<file path="src/rtl/ddr_dqs_lane_delay_tuner_if.sv">
// -----------------------------------------------------------------------------
// ddr_dqs_lane_delay_tuner_if
//
// Purpose:
//   Bundles the fabric handshake and the per-lane IOD delay-line / eye-monitor
//   signals of the read-DQS delay tuner. Signal prefixes are relative to the
//   tuner: i_* flow into the tuner, o_* flow out of it.
//
// Signals:
//   i_start                     fabric training start pulse
//   i_eye_monitor_early[L]      per-lane early flag from the IOD
//   i_eye_monitor_late[L]       per-lane late flag from the IOD
//   i_delay_line_out_of_range[L] per-lane delay-line range error from the IOD
//   o_delay_line_load[L]        per-lane delay-line load strobe
//   o_delay_line_move[L]        per-lane one-tap move strobe
//   o_delay_line_direction[L]   1 = increment, 0 = decrement
//   o_eye_monitor_clear_flags[L] per-lane eye-monitor flag clear strobe
//   o_tap_value[L*TAP_BITS]     current tap per lane, lane i at [i*TAP_BITS +: TAP_BITS]
//   o_lane_locked[L]            lane trained successfully
//   o_lane_err[L]               lane training failed
//   o_busy                      training in progress
//   o_done                      all lanes finished (level)
//
// Modports:
//   master : the tuner itself
//   slave  : fabric training logic plus the IOD lanes
// -----------------------------------------------------------------------------
interface ddr_dqs_lane_delay_tuner_if #(
  parameter int NUM_LANES = 2,
  parameter int TAP_BITS  = 8
);

  logic                          i_start;
  logic [NUM_LANES-1:0]          i_eye_monitor_early;
  logic [NUM_LANES-1:0]          i_eye_monitor_late;
  logic [NUM_LANES-1:0]          i_delay_line_out_of_range;
  logic [NUM_LANES-1:0]          o_delay_line_load;
  logic [NUM_LANES-1:0]          o_delay_line_move;
  logic [NUM_LANES-1:0]          o_delay_line_direction;
  logic [NUM_LANES-1:0]          o_eye_monitor_clear_flags;
  logic [NUM_LANES*TAP_BITS-1:0] o_tap_value;
  logic [NUM_LANES-1:0]          o_lane_locked;
  logic [NUM_LANES-1:0]          o_lane_err;
  logic                          o_busy;
  logic                          o_done;

  modport master (
    input  i_start,
    input  i_eye_monitor_early,
    input  i_eye_monitor_late,
    input  i_delay_line_out_of_range,
    output o_delay_line_load,
    output o_delay_line_move,
    output o_delay_line_direction,
    output o_eye_monitor_clear_flags,
    output o_tap_value,
    output o_lane_locked,
    output o_lane_err,
    output o_busy,
    output o_done
  );

  modport slave (
    output i_start,
    output i_eye_monitor_early,
    output i_eye_monitor_late,
    output i_delay_line_out_of_range,
    input  o_delay_line_load,
    input  o_delay_line_move,
    input  o_delay_line_direction,
    input  o_eye_monitor_clear_flags,
    input  o_tap_value,
    input  o_lane_locked,
    input  o_lane_err,
    input  o_busy,
    input  o_done
  );

endinterface : ddr_dqs_lane_delay_tuner_if

</file>
<file path="src/rtl/ddr_dqs_lane_delay_tuner.sv">
// -----------------------------------------------------------------------------
// ddr_dqs_lane_delay_tuner
//
// Purpose:
//   Read-DQS delay-line training controller for a DDR3 PHY. Lanes are trained
//   one after another: after a delay-line load, each lane repeatedly clears its
//   eye-monitor flags, waits for them to settle, samples early/late and either
//   counts a balanced sample towards lock or steps the delay line one tap
//   towards the eye centre. A lane ends locked, or in error on an IOD range
//   error, a move request past either end of the tap range, or too many steps.
//
// Ports:
//   i_fab_clk  fabric clock, rising edge
//   i_arst     asynchronous active-high reset
//   bus        ddr_dqs_lane_delay_tuner_if.master (fabric + IOD signals)
//
// Timing:
//   All strobes are registered and derived from the next state, so a strobe is
//   high for exactly the one cycle the FSM spends in the matching state, and
//   the tap change of a move is visible in the same cycle as its move strobe.
// -----------------------------------------------------------------------------
module ddr_dqs_lane_delay_tuner #(
  parameter int NUM_LANES     = 2,
  parameter int TAP_BITS      = 8,
  parameter int INIT_TAP      = 1,
  parameter int SETTLE_CYCLES = 8,
  parameter int LOCK_COUNT    = 4,
  parameter int MAX_STEPS     = 64
) (
  input  logic                         i_fab_clk,
  input  logic                         i_arst,
  ddr_dqs_lane_delay_tuner_if.master   bus
);

  localparam int LANE_W   = (NUM_LANES > 1) ? $clog2(NUM_LANES) : 1;
  localparam int SETTLE_W = $clog2(SETTLE_CYCLES + 1);
  localparam int LOCK_W   = $clog2(LOCK_COUNT + 1);
  localparam int STEP_W   = $clog2(MAX_STEPS + 1);

  localparam logic [LANE_W-1:0]    LAST_LANE   = LANE_W'(NUM_LANES - 1);
  localparam logic [SETTLE_W-1:0]  SETTLE_LOAD = SETTLE_W'(SETTLE_CYCLES - 1);
  localparam logic [LOCK_W-1:0]    LOCK_LAST   = LOCK_W'(LOCK_COUNT - 1);
  localparam logic [STEP_W-1:0]    STEP_LIMIT  = STEP_W'(MAX_STEPS);
  localparam logic [TAP_BITS-1:0]  TAP_INIT    = TAP_BITS'(INIT_TAP);
  localparam logic [TAP_BITS-1:0]  TAP_TOP     = '1;
  localparam logic [NUM_LANES-1:0] LANE_ONE    = NUM_LANES'(1);

  typedef enum logic [3:0] {
    S_IDLE,
    S_LOAD,
    S_CLEAR,
    S_SETTLE,
    S_SAMPLE,
    S_DIR,
    S_MOVE,
    S_NEXT,
    S_DONE
  } state_t;

  // ---------------------------------------------------------------------------
  // State and output registers
  // ---------------------------------------------------------------------------
  state_t                r_state;
  logic [LANE_W-1:0]     r_lane;
  logic [SETTLE_W-1:0]   r_settle;
  logic [LOCK_W-1:0]     r_lock;
  logic [STEP_W-1:0]     r_step;
  logic [TAP_BITS-1:0]   r_tap [NUM_LANES];
  logic [NUM_LANES-1:0]  r_load;
  logic [NUM_LANES-1:0]  r_move;
  logic [NUM_LANES-1:0]  r_clear;
  logic [NUM_LANES-1:0]  r_dir;
  logic [NUM_LANES-1:0]  r_locked;
  logic [NUM_LANES-1:0]  r_err;
  logic                  r_busy;
  logic                  r_done;

  // ---------------------------------------------------------------------------
  // Next-state signals
  // ---------------------------------------------------------------------------
  state_t                w_state_nxt;
  logic [LANE_W-1:0]     w_lane_nxt;
  logic [SETTLE_W-1:0]   w_settle_nxt;
  logic [LOCK_W-1:0]     w_lock_nxt;
  logic [STEP_W-1:0]     w_step_nxt;
  logic                  w_set_err;
  logic                  w_set_lock;

  // Only the lane currently being trained is looked at; the other lanes'
  // flags are don't-care.
  logic                  w_early;
  logic                  w_late;
  logic                  w_oor;
  logic [TAP_BITS-1:0]   w_tap_cur;
  logic                  w_balanced;
  logic                  w_at_limit;

  assign w_early    = bus.i_eye_monitor_early[r_lane];
  assign w_late     = bus.i_eye_monitor_late[r_lane];
  assign w_oor      = bus.i_delay_line_out_of_range[r_lane];
  assign w_tap_cur  = r_tap[r_lane];
  assign w_balanced = ~(w_early ^ w_late);
  // An early sample asks for an increment, a late one for a decrement; the
  // request is refused when it would run off the end of the tap range.
  assign w_at_limit = w_early ? (w_tap_cur == TAP_TOP) : (w_tap_cur == '0);

  // ---------------------------------------------------------------------------
  // Next-state logic
  // ---------------------------------------------------------------------------
  always_comb begin
    // NOTE: every signal written here gets a default first, so no branch can
    // leave one unassigned and infer a latch.
    w_state_nxt  = r_state;
    w_lane_nxt   = r_lane;
    w_settle_nxt = r_settle;
    w_lock_nxt   = r_lock;
    w_step_nxt   = r_step;
    w_set_err    = 1'b0;
    w_set_lock   = 1'b0;

    case (r_state)
      S_IDLE: begin
        if (bus.i_start) w_state_nxt = S_LOAD;
      end

      S_LOAD: begin
        w_lane_nxt  = '0;
        w_lock_nxt  = '0;
        w_step_nxt  = '0;
        w_state_nxt = S_CLEAR;
      end

      S_CLEAR: begin
        // Loaded with N-1 so SETTLE lasts exactly SETTLE_CYCLES cycles.
        w_settle_nxt = SETTLE_LOAD;
        w_state_nxt  = S_SETTLE;
      end

      S_SETTLE: begin
        if (r_settle == '0) w_state_nxt = S_SAMPLE;
        else                w_settle_nxt = r_settle - 1'b1;
      end

      S_SAMPLE: begin
        if (w_oor) begin
          w_set_err   = 1'b1;
          w_state_nxt = S_NEXT;
        end else if (w_balanced) begin
          if (r_lock == LOCK_LAST) begin
            w_set_lock  = 1'b1;
            w_state_nxt = S_NEXT;
          end else begin
            w_lock_nxt  = r_lock + 1'b1;
            w_state_nxt = S_CLEAR;
          end
        end else begin
          w_lock_nxt = '0;
          if (w_at_limit || (r_step == STEP_LIMIT)) begin
            w_set_err   = 1'b1;
            w_state_nxt = S_NEXT;
          end else begin
            w_state_nxt = S_DIR;
          end
        end
      end

      S_DIR: begin
        w_state_nxt = S_MOVE;
      end

      S_MOVE: begin
        w_step_nxt  = r_step + 1'b1;
        w_state_nxt = S_CLEAR;
      end

      S_NEXT: begin
        w_lock_nxt = '0;
        w_step_nxt = '0;
        if (r_lane == LAST_LANE) begin
          w_state_nxt = S_DONE;
        end else begin
          w_lane_nxt  = r_lane + 1'b1;
          w_state_nxt = S_CLEAR;
        end
      end

      S_DONE: begin
        if (bus.i_start) w_state_nxt = S_LOAD;
      end

      default: begin
        w_state_nxt = S_IDLE;
      end
    endcase
  end

  // ---------------------------------------------------------------------------
  // State register and registered outputs
  // ---------------------------------------------------------------------------
  // NOTE: sequential state uses non-blocking assignments so every register
  // samples the pre-edge values, independent of statement order.
  always_ff @(posedge i_fab_clk or posedge i_arst) begin
    if (i_arst) begin
      r_state  <= S_IDLE;
      r_lane   <= '0;
      r_settle <= '0;
      r_lock   <= '0;
      r_step   <= '0;
      r_load   <= '0;
      r_move   <= '0;
      r_clear  <= '0;
      r_dir    <= '0;
      r_locked <= '0;
      r_err    <= '0;
      r_busy   <= 1'b0;
      r_done   <= 1'b0;
      // NOTE: the tap array is reset element by element; it is reported
      // status that must read INIT_TAP straight out of reset, unlike a
      // data RAM that could be left unreset.
      for (int i = 0; i < NUM_LANES; i++) begin
        r_tap[i] <= TAP_INIT;
      end
    end else begin
      r_state  <= w_state_nxt;
      r_lane   <= w_lane_nxt;
      r_settle <= w_settle_nxt;
      r_lock   <= w_lock_nxt;
      r_step   <= w_step_nxt;

      // Strobes follow the state being entered, giving one registered pulse
      // per visit of LOAD / CLEAR / MOVE.
      r_load  <= {NUM_LANES{w_state_nxt == S_LOAD}};
      r_clear <= (w_state_nxt == S_CLEAR) ? (LANE_ONE << w_lane_nxt) : '0;
      r_move  <= (w_state_nxt == S_MOVE)  ? (LANE_ONE << w_lane_nxt) : '0;
      r_busy  <= (w_state_nxt != S_IDLE) && (w_state_nxt != S_DONE);
      r_done  <= (w_state_nxt == S_DONE);

      if (w_state_nxt == S_LOAD) begin
        for (int i = 0; i < NUM_LANES; i++) begin
          r_tap[i] <= TAP_INIT;
        end
        r_locked <= '0;
        r_err    <= '0;
      end

      if (w_set_err)  r_err[r_lane]    <= 1'b1;
      if (w_set_lock) r_locked[r_lane] <= 1'b1;

      // Direction is set one cycle ahead of the move and simply held
      // afterwards, so the IOD sees it stable around the move strobe.
      if (w_state_nxt == S_DIR) r_dir[r_lane] <= w_early;

      // The tap counter tracks the IOD, changing in the same cycle the move
      // strobe is presented.
      if (w_state_nxt == S_MOVE) begin
        r_tap[r_lane] <= r_dir[r_lane] ? (w_tap_cur + 1'b1) : (w_tap_cur - 1'b1);
      end
    end
  end

  // ---------------------------------------------------------------------------
  // Output mapping
  // ---------------------------------------------------------------------------
  for (genvar g = 0; g < NUM_LANES; g++) begin : g_tap_out
    assign bus.o_tap_value[g*TAP_BITS +: TAP_BITS] = r_tap[g];
  end

  assign bus.o_delay_line_load         = r_load;
  assign bus.o_delay_line_move         = r_move;
  assign bus.o_delay_line_direction    = r_dir;
  assign bus.o_eye_monitor_clear_flags = r_clear;
  assign bus.o_lane_locked             = r_locked;
  assign bus.o_lane_err                = r_err;
  assign bus.o_busy                    = r_busy;
  assign bus.o_done                    = r_done;

endmodule : ddr_dqs_lane_delay_tuner
</file>
<file path="src/flat_wrapper.sv">
// flat-port wrapper written by rule: the top's interface ports become plain ports
module ddr_dqs_lane_delay_tuner_flat 
#(
  parameter int NUM_LANES     = 2,
  parameter int TAP_BITS      = 8,
  parameter int INIT_TAP      = 1,
  parameter int SETTLE_CYCLES = 8,
  parameter int LOCK_COUNT    = 4,
  parameter int MAX_STEPS     = 64
)
  (i_fab_clk, i_arst, bus_i_start, bus_i_eye_monitor_early, bus_i_eye_monitor_late, bus_i_delay_line_out_of_range, bus_o_delay_line_load, bus_o_delay_line_move, bus_o_delay_line_direction, bus_o_eye_monitor_clear_flags, bus_o_tap_value, bus_o_lane_locked, bus_o_lane_err, bus_o_busy, bus_o_done);
  ddr_dqs_lane_delay_tuner_if #(.NUM_LANES(NUM_LANES), .TAP_BITS(TAP_BITS)) bus_i ();
  input  logic i_fab_clk;
  input  logic i_arst;
  input wire logic [$bits(bus_i.i_start)-1:0] bus_i_start;
  input wire logic [$bits(bus_i.i_eye_monitor_early)-1:0] bus_i_eye_monitor_early;
  input wire logic [$bits(bus_i.i_eye_monitor_late)-1:0] bus_i_eye_monitor_late;
  input wire logic [$bits(bus_i.i_delay_line_out_of_range)-1:0] bus_i_delay_line_out_of_range;
  output wire logic [$bits(bus_i.o_delay_line_load)-1:0] bus_o_delay_line_load;
  output wire logic [$bits(bus_i.o_delay_line_move)-1:0] bus_o_delay_line_move;
  output wire logic [$bits(bus_i.o_delay_line_direction)-1:0] bus_o_delay_line_direction;
  output wire logic [$bits(bus_i.o_eye_monitor_clear_flags)-1:0] bus_o_eye_monitor_clear_flags;
  output wire logic [$bits(bus_i.o_tap_value)-1:0] bus_o_tap_value;
  output wire logic [$bits(bus_i.o_lane_locked)-1:0] bus_o_lane_locked;
  output wire logic [$bits(bus_i.o_lane_err)-1:0] bus_o_lane_err;
  output wire logic [$bits(bus_i.o_busy)-1:0] bus_o_busy;
  output wire logic [$bits(bus_i.o_done)-1:0] bus_o_done;
  assign bus_i.i_start = bus_i_start;
  assign bus_i.i_eye_monitor_early = bus_i_eye_monitor_early;
  assign bus_i.i_eye_monitor_late = bus_i_eye_monitor_late;
  assign bus_i.i_delay_line_out_of_range = bus_i_delay_line_out_of_range;
  assign bus_o_delay_line_load = bus_i.o_delay_line_load;
  assign bus_o_delay_line_move = bus_i.o_delay_line_move;
  assign bus_o_delay_line_direction = bus_i.o_delay_line_direction;
  assign bus_o_eye_monitor_clear_flags = bus_i.o_eye_monitor_clear_flags;
  assign bus_o_tap_value = bus_i.o_tap_value;
  assign bus_o_lane_locked = bus_i.o_lane_locked;
  assign bus_o_lane_err = bus_i.o_lane_err;
  assign bus_o_busy = bus_i.o_busy;
  assign bus_o_done = bus_i.o_done;
  ddr_dqs_lane_delay_tuner #(.NUM_LANES(NUM_LANES), .TAP_BITS(TAP_BITS), .INIT_TAP(INIT_TAP), .SETTLE_CYCLES(SETTLE_CYCLES), .LOCK_COUNT(LOCK_COUNT), .MAX_STEPS(MAX_STEPS)) u_core (.i_fab_clk(i_fab_clk), .i_arst(i_arst), .bus(bus_i));
endmodule
</file>
<file path="config.mk">
export PLATFORM = sky130hd
export DESIGN_NAME = ddr_dqs_lane_delay_tuner_flat
export DESIGN_NICKNAME = d
export VERILOG_FILES = /design/src/rtl/ddr_dqs_lane_delay_tuner_if.sv /design/src/rtl/ddr_dqs_lane_delay_tuner.sv /design/src/flat_wrapper.sv
export SDC_FILE = /design/constraint.sdc
export NUM_CORES = 1
export LEC_CHECK = 0
export ABC_CLOCK_PERIOD_IN_PS = 5100
export CORE_UTILIZATION = 40
export DETAILED_ROUTE_END_ITERATION = 8
export GPL_TIMING_DRIVEN = 0
export PLACE_DENSITY = 0.58
export SLEW_MARGIN = 15
export SYNTH_ARGS = -nofsm -noshare
export SYNTH_HDL_FRONTEND = slang
export SYNTH_SLANG_ARGS = --single-unit
</file>
<file path="constraint.sdc">
create_clock -name i_fab_clk -period 5.1 [get_ports i_fab_clk]
set_clock_uncertainty 0.15 [all_clocks]
set_input_delay 1.02 -clock i_fab_clk [delete_from_list [all_inputs] [get_ports i_fab_clk]]
set_output_delay 1.02 -clock i_fab_clk [all_outputs]
set_load 0.005 [all_outputs]
</file>
Word level (Yosys, flattened, before mapping)
Index checks and enable logic that the tools add are counted.
Operators by class
  muxes and demuxes: 52
  $add $sub $neg: 6
  reduce and logical (&&, ||, !) cells: 16
  shifts and indexed selects: 1
  magnitude comparators: 4
  bitwise logic cells: 4
  equal/unequal tests: 20
Operator list (count)
  $mux 8: 5
  $mux 16: 2
  $pmux 4 s7: 1
  $eq 4x3->1 const B: 6
  $mux 4: 6
  $mux 1: 19
  $bwmux 16: 1
  $mux 2: 7
  $pmux 7 s2: 1
  $eq 4x2->1 const B: 3
  $mux 3: 4
  $add 8x1->8 const B: 1
  $demux 8 s1: 1
  $eq 4x1->1 const B: 2
  $eq 4x4->1 const B: 2
  $eq 8x8->1 const B: 1
  $logic_not 4->1: 2
  $logic_not 8->1: 1
  $pmux 4 s2: 1
  $sub 8x1->8 const B: 1
  $add 7x1->7 const B: 1
  $eq 7x7->1 const B: 1
  $pmux 3 s2: 1
  $reduce_bool 2->1: 3
  other kinds (24): 30
Word-level totals
  input bits: 9
  register bits after elaboration: 48
  word-level logic and storage cells: 118
  output and inout port bits: 30

Depth between registers and ports, before layout
Gate-level depths: netlist of run 1.
  depth in word-level cells: 15
  mapped depth: 10
  depth with buffers taken out: 8

Worst setup path before layout of run 1
No wires, ideal clock.
  kind: flip-flop to flip-flop
  start: register u_core.r_lane
  end: register u_core.r_tap (netlist bit u_core.bus.o_tap_value[6])
  period minus slack after synthesis: 2.631 ns
  arrival time: 2.360 ns
  buffers on the path: 3
  slack: 2.469 ns
  required time: 4.829 ns
  library setup time: 0.121 ns
  cell stages (with the launch flop): 11
  cell sequence: dfrtp_1 > buf_4 > buf_6 > buf_2 > mux2_2 > fa_1 > a211oi_1 > o21bai_1 > a21oi_1 > xnor2_1 > a22o_1
On the way
  word-level cells in the longest chain between the ends: 15
  elaborated cells between the ends (all ways): 35
  classes of those cells: 2 x add/sub; 2 x order compare; 3 x eq/ne; 23 x mux; 2 x bitwise; 3 x reduce/logical
Ends and longest elaborated chain
  start, declared: RTL line ddr_dqs_lane_delay_tuner.sv:64  | logic [LANE_W-1:0] r_lane;
  start signal, assigned: RTL line ddr_dqs_lane_delay_tuner.sv:225  | r_lane <= w_lane_nxt;
  $not 1->2: RTL line ddr_dqs_lane_delay_tuner.sv:101, ddr_dqs_lane_delay_tuner.sv:256
  $mux 8 (implied by the code) (3 in series): RTL line ddr_dqs_lane_delay_tuner.sv:101  | assign w_tap_cur = r_tap[r_lane];
  $eq 8x8->1 / $logic_not 8->1 (equally long branches): RTL line ddr_dqs_lane_delay_tuner.sv:105  | assign w_at_limit = w_early ? (w_tap_cur == TAP_TOP) : (w_tap_cur == '0);
  $mux 1: RTL line ddr_dqs_lane_delay_tuner.sv:105
  $logic_or 1x1->1: RTL line ddr_dqs_lane_delay_tuner.sv:158  | if (w_at_limit || (r_step == STEP_LIMIT)) begin
  $mux 2: RTL line ddr_dqs_lane_delay_tuner.sv:158
  $mux 4: RTL line ddr_dqs_lane_delay_tuner.sv:148  | end else if (w_balanced) begin
  $mux 4: RTL line ddr_dqs_lane_delay_tuner.sv:145  | if (w_oor) begin
  $pmux 4 s7: RTL line ddr_dqs_lane_delay_tuner.sv:121  | case (r_state)
  $eq 4x1->1: RTL line ddr_dqs_lane_delay_tuner.sv:238  | if (w_state_nxt == S_LOAD) begin
  $mux 16: RTL line ddr_dqs_lane_delay_tuner.sv:238
  $bwmux 16: RTL line ddr_dqs_lane_delay_tuner.sv:256  | r_tap[r_lane] <= r_dir[r_lane] ? (w_tap_cur + 1'b1) : (w_tap_cur - 1'b1);
  $mux 16 (*): RTL line ddr_dqs_lane_delay_tuner.sv:255  | if (w_state_nxt == S_MOVE) begin
  end signal, assigned by index: RTL line ddr_dqs_lane_delay_tuner.sv:256
  end, declared: RTL line ddr_dqs_lane_delay_tuner.sv:68  | logic [TAP_BITS-1:0] r_tap [NUM_LANES];
Every way passes the cells marked *; elsewhere a longest branch is shown, timed or not. The select of a mux whose other input is x is not followed.
A chain may end at the register's enable or synchronous reset.

Worst setup path after layout of run 1
Ends and elaborated chain as after synthesis.

==> out/summary.txt, run 1 <==
crit end category: flop
IO buf count: 38
worst min path class: flop to flop
sequential cell area fraction in the yosys report: 43.2%
Pleak: 1.51 nW
Max IR drop VDD: 0.382 mV
routed via count: 2,260
Worst setup SP type: flop
WP data required: 5.15 ns
Largest stage delay, worst path: 0.68 ns
RSZ-0062 raised after global routing: false
run status: complete, no violations
FF-to-FF Start: u_core.r_lane
FMAX: 0.330 GHz
Clk pwr share: 16.8%
largest net degree at the start of global routing: 27
final worst-path cycle share: 59.4%
fin. max-slew vios: 0
vias in the first global route: 2,229
Hold-fix buffers, CTS: 0
Bufs and invs on worst path: 2
crit path max fanout: 10
die height: 85.5 µm
CTS max path bufs: 2
Power Internal: 1.11 mW
Worst-Skew Late Latency: 0.30 ns
post-synthesis async set-or-reset flop share: 100%
Crit Path Category: flop to flop
DRT Wirelength: 6.59 mm
Synth Register Bits: 48
H-tree depth: 2
DP Wirelength: 4.92 mm
initial antenna violation count: 0
fin util: 50.6%
Residual DRC: 0
core area: 6760 µm²
layout cell share with drive strength beyond 1: 14.4%
num ports: 39
min cycle time layout: 3.03 ns
first-pass GRT wire length: 11.1 mm
Critical Path Source: u_core.r_lane
Comb pwr share: 50.8%
top cell type's share of synthesized area: 41.3%
Yosys warning count: 0
cell area after synthesis: 2790 µm²
gr ovfl total: 0
worst r2r dst: u_core.bus.o_tap_value[6]
WP depth: 9
setup TNS: 0 ns
n_diodes: 0
Yosys top cell by area: dfrtp_1
gr usage total: 19.5%
Psw: 700 µW
P&R area growth vs syn: 22.5%
Initial DRC Count: 64
commonest non-fill, non-tap cell in the layout: dfrtp_1
Max-cap violations: 0
Slew @ Worst Pin: 0.795 ns
most frequent cells in the layout: 46 x dfrtp_1, 38 x clkdlybuf4s50_1, 26 x nor2_1, 21 x nand3_1, 17 x nand2_1
Power Dens Cells: 530 nW/µm²
total nets after synthesis: 301
syn avg cell area: 9.96 µm²
EDFF count, synth: 0
flop2flop setup slack: 2.07 ns
CP endpoint: u_core.bus.o_tap_value[6]
Sink Count: 48
Initial Util: 41.3%
sw frac: 38.7%
total CTS buffers: 5
Yosys cell types: 58
Hold WS: 0.335 ns
CTS tree: done
Final setup viols: 0
Data arrival, critical path: 3.07 ns
Root Driver: clkbuf_8
NumNets Final: 347
post-CTS setup buffer count: 0
Clk pin slew, worst setup/hold paths: 0.09 ns
Detail Route Antenna Nets: 0
Resize count post-CTS: 0
slowest CP cell: mux2i_1
predominant post-synthesis flop cell: dfrtp_1
dominant cells by area after synthesis: dfrtp_1 41%, ha_1 4.9%, nand3_1 3.8%, nor2_1 3.5%, xnor2_1 3.5%
Via-to-Cell Ratio: 5.55
gpl congestion: 0.781
die width: 85.5 µm
Slew HR: 45.5%
die area: 7310 µm²
crit-path cells: buf_4 -> buf_6 -> mux2i_1 -> ha_1 -> a211oi_1 -> o21bai_1 -> a21oi_1 -> xnor2_1 -> a22o_1
Hold Vio Cnt, Final: 0
sequential share of power: 32.4%
CP top delay family: compound AO/OA/AOI/OAI gates
DR WL/cell: 16.2 µm
Rows: 30
Pre-antenna DRT Iters: 4
Mapped Cells: 280
Worst Reg-to-Reg Cells: 9
==> final cells by class <==
cell class	count	area [µm²]
buffer	13	76.3
inverter	19	71.3
clock inverter	1	30.0
timing repair buffer	39	400
fill	631	3340
clock buffer	7	96.3
tap	80	100
sequential	48	1200
multi-input combinational	200	1440
==> cell families (layout without fill, tap and decap cells) <==
| kind of cell | count (synthesis) | count (layout) | share of synthesized area (%) |
|---|---|---|---|
| AND/OR/NAND/NOR | 101 | 101 | 19.6 |
| flip-flops | 48 | 48 | 43.2 |
| adder cells (fa/ha/maj) | 12 | 12 | 5.65 |
| AO/OA/AOI/OAI | 56 | 56 | 15.3 |
| buffers and inverters | 32 | 79 | 5.29 |
| XOR/XNOR | 16 | 16 | 5.02 |
| multiplexers | 15 | 15 | 6.01 |
==> flip-flops by register name, indices dropped and copies added, names as in the netlist, 3 cells and up <==
signal and count:
u_core.bus.o_tap_value 16, u_core.r_state 4, u_core.r_settle 4, u_core.r_step 7, u_core.r_lock 3
==> worst reg2reg max path, stage by stage (launching register included) <==
cell	delay, ns
dfrtp_1	0.33
buf_4	0.18
buf_6	0.17
mux2i_1	0.69
ha_1	0.44
a211oi_1	0.30
o21bai_1	0.11
a21oi_1	0.18
xnor2_1	0.13
a22o_1	0.25
==> power by group through the flow <==
stage / Combinational (mW) / Sequential [mW] / Clock [mW]
floorplan: 0.647 / 0.568 / 0
global placement: 0.902 / 0.590 / 0
detailed placement: 0.918 / 0.591 / 0
CTS: 0.921 / 0.585 / 0.309
global route: 1.03 / 0.602 / 0.328
finish: 0.919 / 0.587 / 0.304
==> through the flow <==
stage	total power, mW	instance area [µm²]	setup WS [ns]	cells
3_5_place_dp	1.51	3290	2.03	399
3_3_place_gp	1.49	3270	1.77	398
5_1_grt	1.96	3420	1.83	407
2_1_floorplan	1.21	2790	2.47	280
4_1_cts	1.82	3420	2.03	407
6_report	1.81	3420	2.07	407
==> Yosys cell counts, types with 3 or more instances <==
master	count
and4_1	4
mux2i_1	3
nor2_1	26
mux2_1	5
mux2_2	6
xnor2_1	11
a21o_1	5
a22o_1	5
nand3_1	21
o31ai_1	4
xor2_1	5
nand3b_1	3
dfrtp_1	46
buf_2	7
ha_1	11
nand4_1	4
o21a_1	3
o21ai_1	5
nand2_1	17
o21ai_0	5
a21oi_1	8
inv_2	5
buf_4	3
a211oi_1	3
nor4_1	3
nor3_1	6
a31oi_1	3
and3_1	4
inv_1	14
a32oi_1	3
==> how the worst min path moves through the flow <==
stage	slack (ns)	startpoint	cells after the start	to
floorplan	0.31	u_core.r_lock[2]	1	u_core.r_lock[2]
finish	0.34	u_core.bus.o_lane_locked[1]	2	u_core.bus.o_lane_locked[1]
global route	0.36	u_core.bus.o_lane_locked[1]	2	u_core.bus.o_lane_locked[1]
detailed placement	0.32	u_core.bus.o_lane_locked[0]	2	u_core.bus.o_lane_locked[0]
CTS	0.34	u_core.bus.o_lane_locked[0]	2	u_core.bus.o_lane_locked[0]
global placement	0.32	u_core.r_lock[2]	1	u_core.r_lock[2]
==> per-layer routing <==
layer / global-route usage, % / share of wire [%] / vias up
met5: 0 / 0 / -
met4: 5.00 / 1.0 / 0
met3: 3.18 / 3.1 / 6
met2: 31.0 / 46 / 43
met1: 27.9 / 50 / 1105
li1: - / - / 1106
Note: power is estimated with default switching activity, not from simulation.
==> run 2, diff against run 1 <==
Settings changed: ABC_CLOCK_PERIOD_IN_PS 5100 to 2520, PLACE_DENSITY 0.58 to 0.61.
Clock period 5.1 ns to 2.52 ns, I/O delays scaled along.
==> run 2 against run 1 <==
Core utilization rose by 1.2 points. Flip-flop and latch count is the same. Combinational power increased by 110%. Global-route usage is 0.070 points lower. The run now ends with setup timing left. Routed wire length shrank 0.44%. Highest routed layer unchanged. First-iteration DRC count up 44%.
==> out/summary.txt, run 2 (synthesized netlist as in run 1, its figures left out) <==
Initial DRC Count: 92 (was 64)
worst min path class: flop to flop (unchanged)
Power Dens Cells: 1040 nW/µm² (was 530 nW/µm²)
DRT Wirelength: 6.56 mm (was 6.59 mm)
die height: 85.5 µm (unchanged)
max FFs per register: 16 (unchanged)
slowest CP cell: dfrtp_2 (was mux2i_1)
gpl congestion: 0.837 (was 0.781)
DP Wirelength: 4.83 mm (was 4.92 mm)
NumNets Final: 353 (was 347)
WP data required: 2.56 ns (was 5.15 ns)
die area: 7310 µm² (unchanged)
initial antenna violation count: 0 (unchanged)
CTS tree: done (unchanged)
Clk pin slew, worst setup/hold paths: 0.10 ns (was 0.09 ns)
Initial Util: 41.3% (unchanged)
Detail Route Antenna Nets: 0 (unchanged)
Pre-antenna DRT Iters: 4 (unchanged)
DR WL/cell: 15.9 µm (was 16.2 µm)
commonest non-fill, non-tap cell in the layout: dfrtp_1 (unchanged)
worst setup margin: -0.00684 ns (was 2.07 ns)
CTS max path bufs: 2 (unchanged)
CP top delay family: compound AO/OA/AOI/OAI gates (unchanged)
setup TNS: -0.00684 ns (was 0 ns)
Sink Count: 48 (unchanged)
final worst-path cycle share: 100% (was 59.4%)
most frequent cells in the layout: 45 x dfrtp_1, 38 x clkdlybuf4s50_1, 26 x nor2_1, 21 x nand3_1, 17 x nand2_1 (was 46 x dfrtp_1, 38 x clkdlybuf4s50_1, 26 x nor2_1, 21 x nand3_1, 17 x nand2_1)
Slew @ Worst Pin: 0.574 ns (was 0.795 ns)
layout cell share with drive strength beyond 1: 17.7% (was 14.4%)
largest net degree at the start of global routing: 28 (was 27)
Data arrival, critical path: 2.57 ns (was 3.07 ns)
run status: complete, but fails checks (was complete, no violations)
crit end category: flop (unchanged)
Residual DRC: 0 (unchanged)
post-layout power: 3.64 mW (was 1.81 mW)
crit-path cells: buf_8 -> buf_12 -> mux2_4 -> fa_2 -> a211oi_2 -> o21bai_1 -> a21oi_2 -> xnor2_2 -> a22o_1 (was buf_4 -> buf_6 -> mux2i_1 -> ha_1 -> a211oi_1 -> o21bai_1 -> a21oi_1 -> xnor2_1 -> a22o_1)
first-pass GRT wire length: 11.1 mm (about the same)
H-tree depth: 2 (unchanged)
routed via count: 2,262 (was 2,260)
Hold-fix buffers, CTS: 0 (unchanged)
Final setup viols: 1 (was 0)
Root Driver: clkbuf_8 (unchanged)
Rows: 30 (unchanged)
Hold WS: 0.346 ns (was 0.335 ns)
core area: 6760 µm² (unchanged)
Worst-Skew Late Latency: 0.31 ns (was 0.30 ns)
Max-cap violations: 0 (unchanged)
total CTS buffers: 5 (unchanged)
gr ovfl total: 0 (unchanged)
failing checks: setup timing
n_diodes: 0 (unchanged)
IO buf count: 38 (unchanged)
Via-to-Cell Ratio: 5.48 (was 5.55)
Max IR drop VDD: 0.667 mV (was 0.382 mV)
gr usage total: 19.5% (about the same)
Crit Path Category: flop to flop (unchanged)
vias in the first global route: 2,184 (was 2,229)
Slew HR: 61.7% (was 45.5%)
crit path max fanout: 8 (was 10)
Hold Vio Cnt, Final: 0 (unchanged)
P&R area growth vs syn: 25.4% (was 22.5%)
RSZ-0062 raised after global routing: true (was false)
FMAX: 0.396 GHz (was 0.330 GHz)
Largest stage delay, worst path: 0.45 ns (was 0.68 ns)
die width: 85.5 µm (unchanged)
Bufs and invs on worst path: 2 (unchanged)
num ports: 39 (unchanged)
Worst setup SP type: flop (unchanged)
min cycle time layout: 2.53 ns (was 3.03 ns)
Pleak: 1.54 nW (was 1.51 nW)
fin. max-slew vios: 0 (unchanged)
-- run 2: cell type report --
| type | instances | area [µm²] |
|---|---|---|
| Fill cell | 620 | 3260 |
| Multi-Input combinational cell | 200 | 1480 |
| Timing Repair Buffer | 46 | 457 |
| Clock buffer | 7 | 86.3 |
| Clock inverter | 1 | 7.51 |
| Inverter | 19 | 71.3 |
| Tap cell | 80 | 100 |
| Buffer | 12 | 87.6 |
| Sequential cell | 48 | 1200 |
-- run 2: timing repair --
item	in CTS	in global routing
setup endpoints to repair	8	8
buffers inserted	3	4
pin swaps	5	6
gates resized for setup	6	7
cloned	0	0
-- run 2: worst paths after layout --
| path | slack, ns | cells after the start | startpoint | to |
|---|---|---|---|---|
| worst min-delay path | 0.35 | 1 | u_core.r_lock[2] | u_core.r_lock[2] |
| min in group asynchronous | 0.38 | 2 | i_arst | u_core.r_state[3] |
| max in group asynchronous | 1.24 | 3 | i_arst | u_core.bus.o_tap_value[0] |
| worst max register to register | -0.007 | 9 | u_core.r_lane | u_core.bus.o_tap_value[6] |
| worst min register to register | 0.35 | 1 | u_core.r_lock[2] | u_core.r_lock[2] |
| worst max-delay path | -0.007 | 9 | u_core.r_lane | u_core.bus.o_tap_value[6] |
-- run 2: stage by stage --
stage,utilization (%),setup slack (ns),instances,area [µm²]
6_report,51.8,-0.00684,413,3500
5_1_grt,51.8,-0.0610,413,3500
3_3_place_gp,48.6,-0.328,398,3280
3_5_place_dp,48.9,-0.297,399,3300
2_1_floorplan,-,0.0277,280,2800
4_1_cts,51.0,-0.0478,410,3450
-- run 2: routing by layer --
| metal | routed length, µm | vias to the layer above | share of wire (%) | GRT usage, % |
|---|---|---|---|---|
| met5 | 0 | - | 0 | 0 |
| met4 | 142 | 0 | 2.2 | 6.97 |
| met3 | 305 | 11 | 4.7 | 3.95 |
| met2 | 2930 | 65 | 45 | 29.2 |
| met1 | 3180 | 1074 | 48 | 27.9 |
| li1 | - | 1112 | - | - |
-- run 2: where the power goes --
part	internal (mW)	switching [mW]	leakage (nW)
clock network	0.223	0.262	0.0445
registers	0.979	0.211	0.627
logic	1.01	0.956	0.867
==> run 3, diff against run 2 <==
Settings changed: ABC_AREA from default to 1.
==> run 3 against run 2 <==
The flow finishes with violations (DRC). Critical path depth up 1. Power down 6.9%. Die area down 1.3%. Clock power down 8.4%. Synthesized area down 1.3%. First-iteration DRC count up 20%. Largest cell class unchanged.
==> out/summary.txt, run 3 <==
run status: complete, but fails checks (unchanged)
failing checks: DRC (was setup timing)
Final setup viols: 0 (was 1)
crit-path cells: buf_12 -> o21ai_4 -> ha_2 -> a21oi_2 -> nand2_1 -> nand2_1 -> nand2_1 -> a21oi_1 -> xor2_1 -> o22ai_1 (was buf_8 -> buf_12 -> mux2_4 -> fa_2 -> a211oi_2 -> o21bai_1 -> a21oi_2 -> xnor2_2 -> a22o_1)
Yosys top cell by area: dfrtp_1 (unchanged)
Hold WS: 0.310 ns (was 0.346 ns)
sequential cell area fraction in the yosys report: 43.7% (was 43.2%)
most frequent cells in the layout: 73 x nand2_1, 47 x inv_1, 46 x dfrtp_1, 38 x clkdlybuf4s50_1, 29 x nand3_1 (was 45 x dfrtp_1, 38 x clkdlybuf4s50_1, 26 x nor2_1, 21 x nand3_1, 17 x nand2_1)
design area: 3370 µm² (was 3500 µm²)
Detail Route Antenna Nets: 0 (unchanged)
largest net degree at the start of global routing: 32 (was 28)
routed via count: 2,341 (was 2,262)
Critical Path Source: u_core.r_lane (unchanged)
Yosys cell types: 40 (was 58)
min-delay src: u_core.r_step[6] (was u_core.r_lock[2])
slowest CP cell: dfrtp_1 (was dfrtp_2)
Worst setup SP type: flop (unchanged)
fin util: 51.9% (was 51.8%)
CTS tree: done (unchanged)
vias in the first global route: 2,265 (was 2,184)
Sink Count: 48 (unchanged)
IO buf count: 38 (unchanged)
Clk pin slew, worst setup/hold paths: 0.09 ns (was 0.10 ns)
H-tree depth: 2 (unchanged)
die height: 84.9 µm (was 85.5 µm)
Max IR drop VDD: 0.492 mV (was 0.667 mV)
syn avg cell area: 8.00 µm² (was 9.96 µm²)
Via-to-Cell Ratio: 5.01 (was 5.48)
commonest non-fill, non-tap cell in the layout: nand2_1 (was dfrtp_1)
num ports: 39 (unchanged)
Pre-antenna DRT Iters: 7 (was 4)
cell area after synthesis: 2750 µm² (was 2790 µm²)
gr ovfl total: 0 (unchanged)
final worst-path cycle share: 94.2% (was 100%)
NumNets Final: 410 (was 353)
Worst-Skew Late Latency: 0.30 ns (was 0.31 ns)
Pleak: 1.60 nW (was 1.54 nW)
Power Internal: 1.98 mW (was 2.21 mW)
DR WL/cell: 13.3 µm (was 15.9 µm)
Comb pwr share: 53.4% (was 54.0%)
dominant cells by area after synthesis: dfrtp_1 42%, nand2_1 10%, inv_1 6.5%, nand3_1 5.3%, ha_1 5.0% (was dfrtp_1 41%, ha_1 4.9%, nand3_1 3.8%, nor2_1 3.5%, xnor2_1 3.5%)
predominant post-synthesis flop cell: dfrtp_1 (unchanged)
post-synthesis async set-or-reset flop share: 100% (unchanged)
min cycle time layout: 2.37 ns (was 2.53 ns)
Data arrival, critical path: 2.40 ns (was 2.57 ns)
first-pass GRT wire length: 10.5 mm (was 11.1 mm)
Power Dens Cells: 1010 nW/µm² (was 1040 nW/µm²)
Filler cells: 599 (was 620)
Largest stage delay, worst path: 0.40 ns (was 0.45 ns)
Mapped Cells: 344 (was 280)
Max-cap violations: 0 (unchanged)
Crit Path Category: flop to flop (unchanged)
fin. max-slew vios: 0 (unchanged)
total nets after synthesis: 365 (was 301)
sequential share of power: 33.5% (was 32.7%)
Slew @ Worst Pin: 0.547 ns (was 0.574 ns)
DRT Wirelength: 6.22 mm (was 6.56 mm)
Synth Register Bits: 48 (unchanged)
Hold-fix buffers, CTS: 0 (unchanged)
most instantiated library cell after synthesis: nand2_1 (was dfrtp_1)
n_diodes: 0 (unchanged)
gpl congestion: 0.894 (was 0.837)
top cell type's share of synthesized area: 41.8% (was 41.3%)
gr usage total: 18.7% (was 19.5%)
FMAX: 0.421 GHz (was 0.396 GHz)
FF-to-FF Start: u_core.r_lane (unchanged)
worst min path class: flop to flop (unchanged)
total CTS buffers: 5 (unchanged)
sw frac: 41.8% (was 39.2%)
layout cell share with drive strength beyond 1: 11.8% (was 17.7%)
initial antenna violation count: 0 (unchanged)
max FFs per register: 16 (unchanged)
Psw: 1.42 mW (was 1.43 mW)
crit path max fanout: 16 (was 8)
Hold Vio Cnt, Final: 0 (unchanged)
Root Driver: clkbuf_8 (unchanged)
Residual DRC: 4 (was 0)
count of non-filler cells in the finished layout: 467 (was 413)
Rows: 29 (was 30)
die width: 84.9 µm (was 85.5 µm)
CTS max path bufs: 2 (unchanged)
Initial DRC Count: 110 (was 92)
most used cell, CP: nand2_1
Yosys warning count: 0 (unchanged)
Commonest cells post-synth: 74 x nand2_1, 48 x inv_1, 46 x dfrtp_1, 29 x nand3_1, 27 x nor2_1 (was 46 x dfrtp_1, 26 x nor2_1, 21 x nand3_1, 17 x nand2_1, 14 x inv_1)
Slew HR: 63.5% (was 61.7%)
P&R area growth vs syn: 22.4% (was 25.4%)
crit end category: flop (unchanged)
Cell Area, Placed: 3250 µm² (was 3300 µm²)
WP data required: 2.55 ns (was 2.56 ns)
Clk pwr share: 13.1% (was 13.3%)
core area: 6490 µm² (was 6760 µm²)
Initial Util: 42.4% (was 41.3%)
die area: 7210 µm² (was 7310 µm²)
EDFF count, synth: 0 (unchanged)
DP Wirelength: 4.64 mm (was 4.83 mm)
# placed instances: 460 (was 399)
[run 3: cell types whose count changed in the layout (fill, tap and decap cells not counted), moves of 5 or more]
cell / delta
buf_4: -7
a21o_1: -5
o21ai_0: +15
buf_2: -5
inv_1: +34
mux2_1: -5
mux2_2: -5
nand2_1: +56
a22o_1: -5
a21oi_1: +6
xnor2_1: -7
nand3_1: +8
[run 3: kinds of logic after synthesis]
| group | count (synthesis) | share of synthesized area [%] |
|---|---|---|
| mux | 1 | 0.364 |
| flops | 48 | 43.7 |
| buf+inv | 62 | 10.0 |
| xor+xnor | 5 | 1.59 |
| fa+ha+maj | 12 | 5.73 |
| simple gates | 160 | 26.6 |
| compound gates | 56 | 12.0 |
[run 3: final cells by class]
class	count	area (µm²)	area share, %
repair buffers	39	400	11.9
clock inverters	1	5.00	0.149
flip-flops and latches	48	1200	35.7
plain buffers	7	73.8	2.19
inverters	54	205	6.09
clock buffers	7	76.3	2.27
well taps	77	96.3	2.86
multi-input cells	234	1310	38.8
[run 3: stage by stage]
stage               setup TNS (ns)  total power [mW]  setup slack (ns)
global placement            -15.25              2.86            -0.338
floorplan                        0              2.33            0.0383
CTS                              0              3.35            0.0705
detailed placement           -1.70              2.88            -0.348
finish                           0              3.39             0.147
global route               -0.0126              3.71           -0.0126
[run 3: critical path: cells and delay by family (launching register included)]
family	cells	cell delay, ns
buf+inv	1	0.16
simple gates	3	0.19
fa+ha+maj	1	0.39
flops	1	0.40
xor+xnor	1	0.20
compound gates	4	0.73
[run 3: timing repair]
| item | CTS | global route |
|---|---|---|
| endpoints found under the setup margin | 10 | 3 |
| pin swaps | 1 | 2 |
| buffers inserted | 0 | 0 |
| resized for setup | 2 | 7 |
[run 3: worst paths after layout]
path	end	slack, ns	cells past startpoint
worst max-delay path	u_core.bus.o_tap_value[14]	0.15	10
worst min-delay path	u_core.r_step[6]	0.31	1
worst max register to register	u_core.bus.o_tap_value[14]	0.15	10
worst min register to register	u_core.r_step[6]	0.31	1
max in group asynchronous	u_core.bus.o_tap_value[8]	1.32	3
min in group asynchronous	u_core.bus.o_delay_line_direction[0]	0.35	2
[run 3: layer usage]
metal | up-vias | track usage [%] | wire length, µm
li1 | 1203 | - | -
met1 | 1083 | 26.2 | 3210
met2 | 46 | 29.2 | 2710
met3 | 9 | 3.79 | 193
met4 | 0 | 6.16 | 111
met5 | - | 0 | 0
[run 3: power by group through the flow]
stage | clock network (mW) | registers (mW) | logic, mW
after floorplan | 0 | 1.13 | 1.21
after global placement | 0 | 1.14 | 1.72
after detailed placement | 0 | 1.14 | 1.74
after CTS | 0.460 | 1.13 | 1.76
after global routing | 0.494 | 1.16 | 2.05
final | 0.445 | 1.14 | 1.81
